<file path="src/rtl/pipe_defs.sv">
// rtl/pipe_defs.sv - shared MEM-stage definitions: states, control bit indices, bubble constants
package pipe_defs;

  typedef enum logic {
    IDLE = 1'b0,
    WAIT = 1'b1
  } state_t;

  // Bit positions inside MEM_ctrl
  localparam int MEMREAD   = 1;
  localparam int MEMWRITE  = 0;

  localparam int WB_CTRL_W = 4;

  // Values loaded into MEM/WB while an access is outstanding
  localparam logic [31:0]          BUBBLE_INSTR = 32'h0;
  localparam logic [WB_CTRL_W-1:0] BUBBLE_WB    = '0;
  localparam logic [4:0]           BUBBLE_RD    = 5'h0;

  function automatic logic is_mem_op(input logic [1:0] mem_ctrl);
    return mem_ctrl[MEMREAD] | mem_ctrl[MEMWRITE];
  endfunction

endpackage

</file>
<file path="src/rtl/mem_timeout_ctr.sv">
// rtl/mem_timeout_ctr.sv - WAIT-cycle counter with expiry compare (built only with MEM_TIMEOUT_EN)
module mem_timeout_ctr #(
  parameter int TIMEOUT_CYCLES = 16,
  parameter int TMO_W          = 5
) (
  input  logic clk_i,
  input  logic rst_i,
  input  logic clear,
  input  logic inc,
  output logic expired
);

  logic [TMO_W-1:0] cnt;

  assign expired = (cnt == TMO_W'(TIMEOUT_CYCLES));

  // Count unanswered WAIT cycles; saturate at the limit so expiry holds until the FSM leaves WAIT
  always_ff @(posedge clk_i) begin
    if (rst_i || clear) begin
      cnt <= '0;
    end else if (inc && !expired) begin
      cnt <= cnt + 1'b1;
    end
  end

endmodule

</file>
<file path="src/rtl/mem_access_unit.sv">
// rtl/mem_access_unit.sv - MEM stage: data-memory handshake, pipeline stall, registered MEM/WB payload (option: MEM_TIMEOUT_EN)
module mem_access_unit
  import pipe_defs::*;
#(
  parameter int TIMEOUT_CYCLES = 16,
  parameter int TMO_W          = 5
) (
  input  logic                 clk_i,
  input  logic                 rst_i,
  input  logic [31:0]          instr_i,
  input  logic [1:0]           MEM_ctrl_i,
  input  logic [WB_CTRL_W-1:0] WB_ctrl_i,
  input  logic [31:0]          alu_result_i,
  input  logic [31:0]          rt_data_i,
  input  logic [4:0]           rd_index_i,
  input  logic [31:0]          pc_add4_i,
  output logic                 dmem_req_o,
  output logic                 dmem_we_o,
  output logic [31:0]          dmem_addr_o,
  output logic [31:0]          dmem_wdata_o,
  input  logic [31:0]          dmem_rdata_i,
  input  logic                 dmem_ready_i,
  output logic                 stall_o,
  output logic [31:0]          instr_o,
  output logic [WB_CTRL_W-1:0] WB_ctrl_o,
  output logic [31:0]          alu_result_o,
  output logic [4:0]           rd_index_o,
  output logic [31:0]          pc_add4_o,
  output logic [31:0]          mem_data_o,
  output logic                 mem_fault_o
);

  // The counter must be able to represent the limit it compares against
  if ((2 ** TMO_W) <= TIMEOUT_CYCLES) begin : g_bad_tmo_cfg
    $error("mem_access_unit: TMO_W too narrow for TIMEOUT_CYCLES");
  end

  state_t      state;
  logic [31:0] addr_q;
  logic [31:0] wdata_q;
  logic        we_q;
  logic        op;
  logic        we_in;
  logic        expired;
  logic        take_payload;
  logic [31:0] mem_data_nx;
  logic        fault_nx;

  assign op    = is_mem_op(MEM_ctrl_i);
  assign we_in = MEM_ctrl_i[MEMWRITE];   // write wins when both bits are set

`ifdef MEM_TIMEOUT_EN
  mem_timeout_ctr #(
    .TIMEOUT_CYCLES (TIMEOUT_CYCLES),
    .TMO_W          (TMO_W)
  ) u_tmo (
    .clk_i   (clk_i),
    .rst_i   (rst_i),
    .clear   (state == IDLE),
    .inc     ((state == WAIT) && !dmem_ready_i),
    .expired (expired)
  );
`else
  assign expired = 1'b0;
`endif

  // Memory bus: live inputs on the issue cycle, latched copy while waiting; never request in reset
  always_comb begin
    dmem_req_o   = 1'b0;
    dmem_we_o    = we_in;
    dmem_addr_o  = alu_result_i;
    dmem_wdata_o = rt_data_i;
    if (state == WAIT) begin
      dmem_req_o   = 1'b1;
      dmem_we_o    = we_q;
      dmem_addr_o  = addr_q;
      dmem_wdata_o = wdata_q;
    end else begin
      dmem_req_o   = op;
    end
    if (rst_i) begin
      dmem_req_o = 1'b0;
    end
  end

  // Decide whether this edge loads the real payload or a bubble, and what data/fault go with it
  always_comb begin
    take_payload = 1'b0;
    mem_data_nx  = 32'h0;
    fault_nx     = 1'b0;
    if (state == IDLE) begin
      take_payload = !op || dmem_ready_i;
    end else begin
      take_payload = dmem_ready_i || expired;
      fault_nx     = !dmem_ready_i && expired;
    end
    if (dmem_req_o && dmem_ready_i && !dmem_we_o) begin
      mem_data_nx = dmem_rdata_i;
    end
    stall_o = dmem_req_o && !dmem_ready_i && !expired;
  end

  // FSM with registered MEM/WB outputs and the request latch
  always_ff @(posedge clk_i) begin
    if (rst_i) begin
      state        <= IDLE;
      addr_q       <= 32'h0;
      wdata_q      <= 32'h0;
      we_q         <= 1'b0;
      instr_o      <= 32'h0;
      WB_ctrl_o    <= '0;
      alu_result_o <= 32'h0;
      rd_index_o   <= 5'h0;
      pc_add4_o    <= 32'h0;
      mem_data_o   <= 32'h0;
      mem_fault_o  <= 1'b0;
    end else begin
      alu_result_o <= alu_result_i;
      pc_add4_o    <= pc_add4_i;
      if (take_payload) begin
        state       <= IDLE;
        instr_o     <= instr_i;
        WB_ctrl_o   <= WB_ctrl_i;
        rd_index_o  <= rd_index_i;
        mem_data_o  <= mem_data_nx;
        mem_fault_o <= fault_nx;
      end else begin
        state       <= WAIT;
        instr_o     <= BUBBLE_INSTR;
        WB_ctrl_o   <= BUBBLE_WB;
        rd_index_o  <= BUBBLE_RD;
        mem_data_o  <= 32'h0;
        mem_fault_o <= 1'b0;
      end
      if (state == IDLE && op && !dmem_ready_i) begin
        addr_q  <= alu_result_i;
        wdata_q <= rt_data_i;
        we_q    <= we_in;
      end
    end
  end

endmodule

</file>
<file path="config.mk">
export PLATFORM = sky130hd
export DESIGN_NAME = mem_access_unit
export DESIGN_NICKNAME = d
export VERILOG_FILES = /design/src/rtl/pipe_defs.sv /design/src/rtl/mem_timeout_ctr.sv /design/src/rtl/mem_access_unit.sv
export SDC_FILE = /design/constraint.sdc
export NUM_CORES = 1
export LEC_CHECK = 0
export BUFFER_PORTS_ARGS = -buffer_cell sky130_fd_sc_hd__buf_2
export CORE_AREA = 2 2 147 149
export CTS_CLUSTER_SIZE = 30
export DETAILED_ROUTE_END_ITERATION = 7
export DIE_AREA = 0 0 149 151
export SYNTH_ARGS = -nofsm -noshare
export SYNTH_HDL_FRONTEND = slang
export SYNTH_HIERARCHICAL = 1
export SYNTH_SLANG_ARGS = --single-unit
</file>
<file path="constraint.sdc">
create_clock -name clk_i -period 3.1 [get_ports clk_i]
set_input_delay 0.155 -clock clk_i [delete_from_list [all_inputs] [get_ports clk_i]]
set_output_delay 0.155 -clock clk_i [all_outputs]
set_load 0.005 [all_outputs]
</file>
# Yosys cells after proc, flatten, opt, wreduce, memory -nomap -nowiden
# Index checks and enable logic that the tools add are counted.
# word_totals
reg_bits,203
out_inout_bits,205
elab_cells,32
inputBits,174
# classes
bitwise,4
reduce_logical,11
n_mux,7
# op_table
op,count
2-to-1 mux 32 bit,2
logical AND 1 bit,5
2-to-1 mux 1 bit,5
zero test 1 bit,3
inverter 1 bit,3
OR reduction 3 bit,1
OR reduction 2 bit,1
logical OR 1 bit,1
OR 1 bit,1

# Depth between registers and ports, before layout
# depth
ltp_word,7
mapped_depth,6
depth_no_buf,3

# Worst setup path before layout
# Ideal clock, no wire load.
# synth_timing
path_type,register to register
startpoint,register state
endpoint,register addr_q[2]
path_buffers,2
t_arrival_ps,1233
period_less_slack_ps,1356
path_stages_with_launch,6
slack_ps,1744
setup_ps,123
required_time_ps,2977
cell_sequence,dfxtp_1 > buf_2 > nor2_1 > o21ai_2 > buf_2 > mux2_1
# synth_via
elab_chain_cells,3
# synth_rtl
element,line,text
"start, declared",mem_access_unit.sv:38,state_t state;
"start signal, assigned",mem_access_unit.sv:106,state <= IDLE;
"start signal, assigned",mem_access_unit.sv:121,state <= IDLE;
"start signal, assigned",mem_access_unit.sv:128,state <= WAIT;
inverter 1 bit,mem_access_unit.sv:135,if (state == IDLE && op && !dmem_ready_i) begin
logical AND 1 bit (2 in series),mem_access_unit.sv:135,
"end signal, assigned",mem_access_unit.sv:136,addr_q <= alu_result_i;
"end, declared",mem_access_unit.sv:39,logic [31:0] addr_q;
# Every way passes these cells.
# A chain may end at the register's enable or synchronous reset.

# Worst setup path after layout
# layout_timing
startpoint,register state
endpoint,output dmem_wdata_o[0]
# layout_via
elab_chain_cells,1
# layout_rtl
element,line,text
2-to-1 mux 32 bit,mem_access_unit.sv:73,if (state == WAIT) begin
"end, declared",mem_access_unit.sv:20,"output logic [31:0] dmem_wdata_o,"
# Every way passes these cells.

==> flow_metrics.tcl <==
set metrics [dict create \
    status "complete, no violations" \
    cts_tree "yes" \
    grt_pass1_vias 6248 \
    drt_iter0_markers 129 \
    postRouteAntennaNets 0 \
    p_leak_nw 5.68 \
    setup_viol 0 \
    p_int_mw 5.22 \
    die_width_um 149 \
    critical_path_required_ns 2.94 \
    postSynthNetCount 796 \
    synth_compound_gate_area_share_pct 0.775 \
    cp_slowest_cell "dfxtp_4" \
    hold-worst-slack_ns 0.0990 \
    fin_worst_skew_ns 0.00610 \
    period_share_pct 76.6 \
    coreArea_um2 20800 \
    antenna_found_initial 1 \
    worst_pin_slew_ns 0.620 \
    end_kind "output port" \
    synth_ff_type "dfxtp_1" \
    io_buffers 377 \
    dpl-instance-area_um2 9400 \
    ff2ff_setup_slack_ns 1.12 \
    worstSetupPathType "reg2out" \
    cts_buffer_depth 3 \
    place_ws_ns 1.14 \
    worst-path-buf-inv 2 \
    cts_hold_buf 171 \
    ys_types 23 \
    cp_top_family "buffers and inverters" \
    dieHeight_um 151 \
    htreeDepth 1 \
    post_cts_resized 0 \
    post-route-util_pct 57.5 \
    grt_remaining_overflow 0 \
    syn_area_per_cell_um2 11.7 \
    vias_per_cell 4.20 \
    clock-sinks 203 \
    vias 6107 \
    ys_seq_area_share_pct 55.9 \
    synth_area_leader_cell "dfxtp_1" \
    ys_async_sr_fraction_pct 0 \
    drv_slew 0 \
    timing.final.ws_setup_ns 0.725 \
    stdcell_count 1454 \
    nNetsFinal 1336 \
    p_sw_share_pct 21.6 \
    finalCriticalPeriod_ns 2.38 \
    grt_pass1_wl_um 32100 \
    clock_latency_ns 0.49 \
    clkPwrFrac_pct 45.4 \
    die-area_um2 22500 \
    max_stage_delay_ns 0.62 \
    dpl.cell_count 1241 \
    drc 0 \
    ir_drop_mv 0.432 \
    synth_xor_area_share_pct 0 \
    r2r_start "state" \
    rsz0062_at_grt "false" \
    hold_path.class "in2reg" \
    worst-path-max-fanout 40 \
    powerDensity_nw_per_um2 556 \
    area_delta_synth_final_pct 64.6 \
    cts_root_buf "clkbuf_16" \
    grt_max_degree 71 \
    place_congestion 0.708 \
    slew_headroom_pct 58.7 \
    dp_hpwl_um 13700 \
    finalPower_mw 6.65 \
    cp.arrival_ns 2.22 \
    synth_top_family_by_area "simple AND/OR/NAND/NOR gates" \
    ys_warn_count 6 \
    fmax_mhz 421 \
    start_util_pct 34.9 \
    syn-instance-count 622 \
    synthAdderAreaFrac_pct 0 \
    hold_start "MEM_ctrl_i[1]" \
    boundaryPins 379 \
    numCtsBuffers 23 \
    p_seq_share_pct 42.1 \
    wire_per_inst_um 14.8 \
    finalInstanceArea_um2 12000 \
    critPathLaunchType "flop" \
    num_rows 53 \
    synth.top_cells.by_count "dfxtp_1, nor2b_1, mux2_2" \
    synth_edf_count 0 \
    grt_use_total_pct 17.8 \
    syn-cell-area_um2 7270 \
    post-synth-top-count-cell "dfxtp_1" \
    max_cap_viol_count 0 \
    synth_mux_area_share_pct 19.4 \
    synthTopCellsByArea "dfxtp_1, mux2_2, nor2b_1" \
    finalHoldViolCount 0 \
    synth-simple-area-share_pct 21.3 \
    drive_above_1_share_pct 47.2 \
    cts.clk_slew.worst_paths_ns 0.06 \
    combPwrFrac_pct 12.5 \
    first_pass_iters 4 \
    routed_wl_um 21500 \
    post_cts_buffers 0 \
    p_sw_mw 1.44 \
    tns_ns 0 \
    ys_seq_elements 203 \
    crit_start "state" \
    synth.top_cell.area_share_pct 55.9 \
    path_cells "buf_4 > mux2_2 > buf_2" \
]
-- cell type report --
type                            count  area [um2]
Timing Repair Buffer              556        3660
Fill cell                        1712        8860
Multi-Input combinational cell    378        3040
Sequential cell                   203        4070
Clock buffer                       29         639
Clock inverter                     12         214
Tap cell                          275         344
Antenna cell                        1        2.50
-- state kept, by name, indices dropped and copies added, names as in the netlist --
register	flops
addr_q	32
state	1
we_q	1
mem_data_o	32
pc_add4_o	32
instr_o	32
alu_result_o	32
wdata_q	32
rd_index_o	5
WB_ctrl_o	4
-- power by group through the flow --
stage	clock [mW]	sequential [mW]	combinational, mW
final	3.02	2.80	0.831
after global routing	3.20	2.81	0.906
after CTS	3.10	2.80	0.830
after detailed placement	0	2.86	0.656
after global placement	0	2.85	0.653
after floorplan	0	2.85	0.324
-- metal layers --
metal  GRT usage [%]  wire, um
met1            20.7      8800
met2            31.6     10500
met3            4.88      1630
met4            5.81       544
met5               0         0
-- worst paths after layout --
kind	end	cells past startpoint
setup reg to reg	wdata_q[4]	4
hold reg to reg	wdata_q[18]	2
hold / removal	we_q	3
setup / recovery	dmem_wdata_o[0]	3
-- worst min-delay path, stage by stage --
cell	delay, ns
buf_2	0.18
a21bo_2	0.15
a21oi_1	0.05
-- layout by cell type (no fill, tap or decap) --
cell type      count
a21bo_2            1
a21oi_1            1
a21oi_2            1
and2_1            41
and2_2            32
buf_2            376
buf_4              9
bufinv_16          6
clkbuf_1           3
clkbuf_16         24
clkbuf_8           2
clkinv_2           5
conb_1             1
dfxtp_1          202
dfxtp_4            1
diode_2            1
dlygate4sd3_1    171
inv_6              1
mux2_1             2
mux2_2            95
mux2i_1           32
nand2_1            1
nand2b_1          66
nor2_1             2
nor2b_1           96
nor3_1             3
o21a_2             1
o21ai_4            1
o41ai_4            1
or3b_1             1
-- cells by family (layout without fill, tap and decap cells) --
family                 count (synthesis)  in the layout
DFF                                  203            203
buffers and inverters                 41            597
and+or+nand+nor                      242            242
other                                  1              2
AOI/OAI and AO/OA                      6              6
muxes                                129            129
No activity file was read; power rests on OpenSTA's default activity.
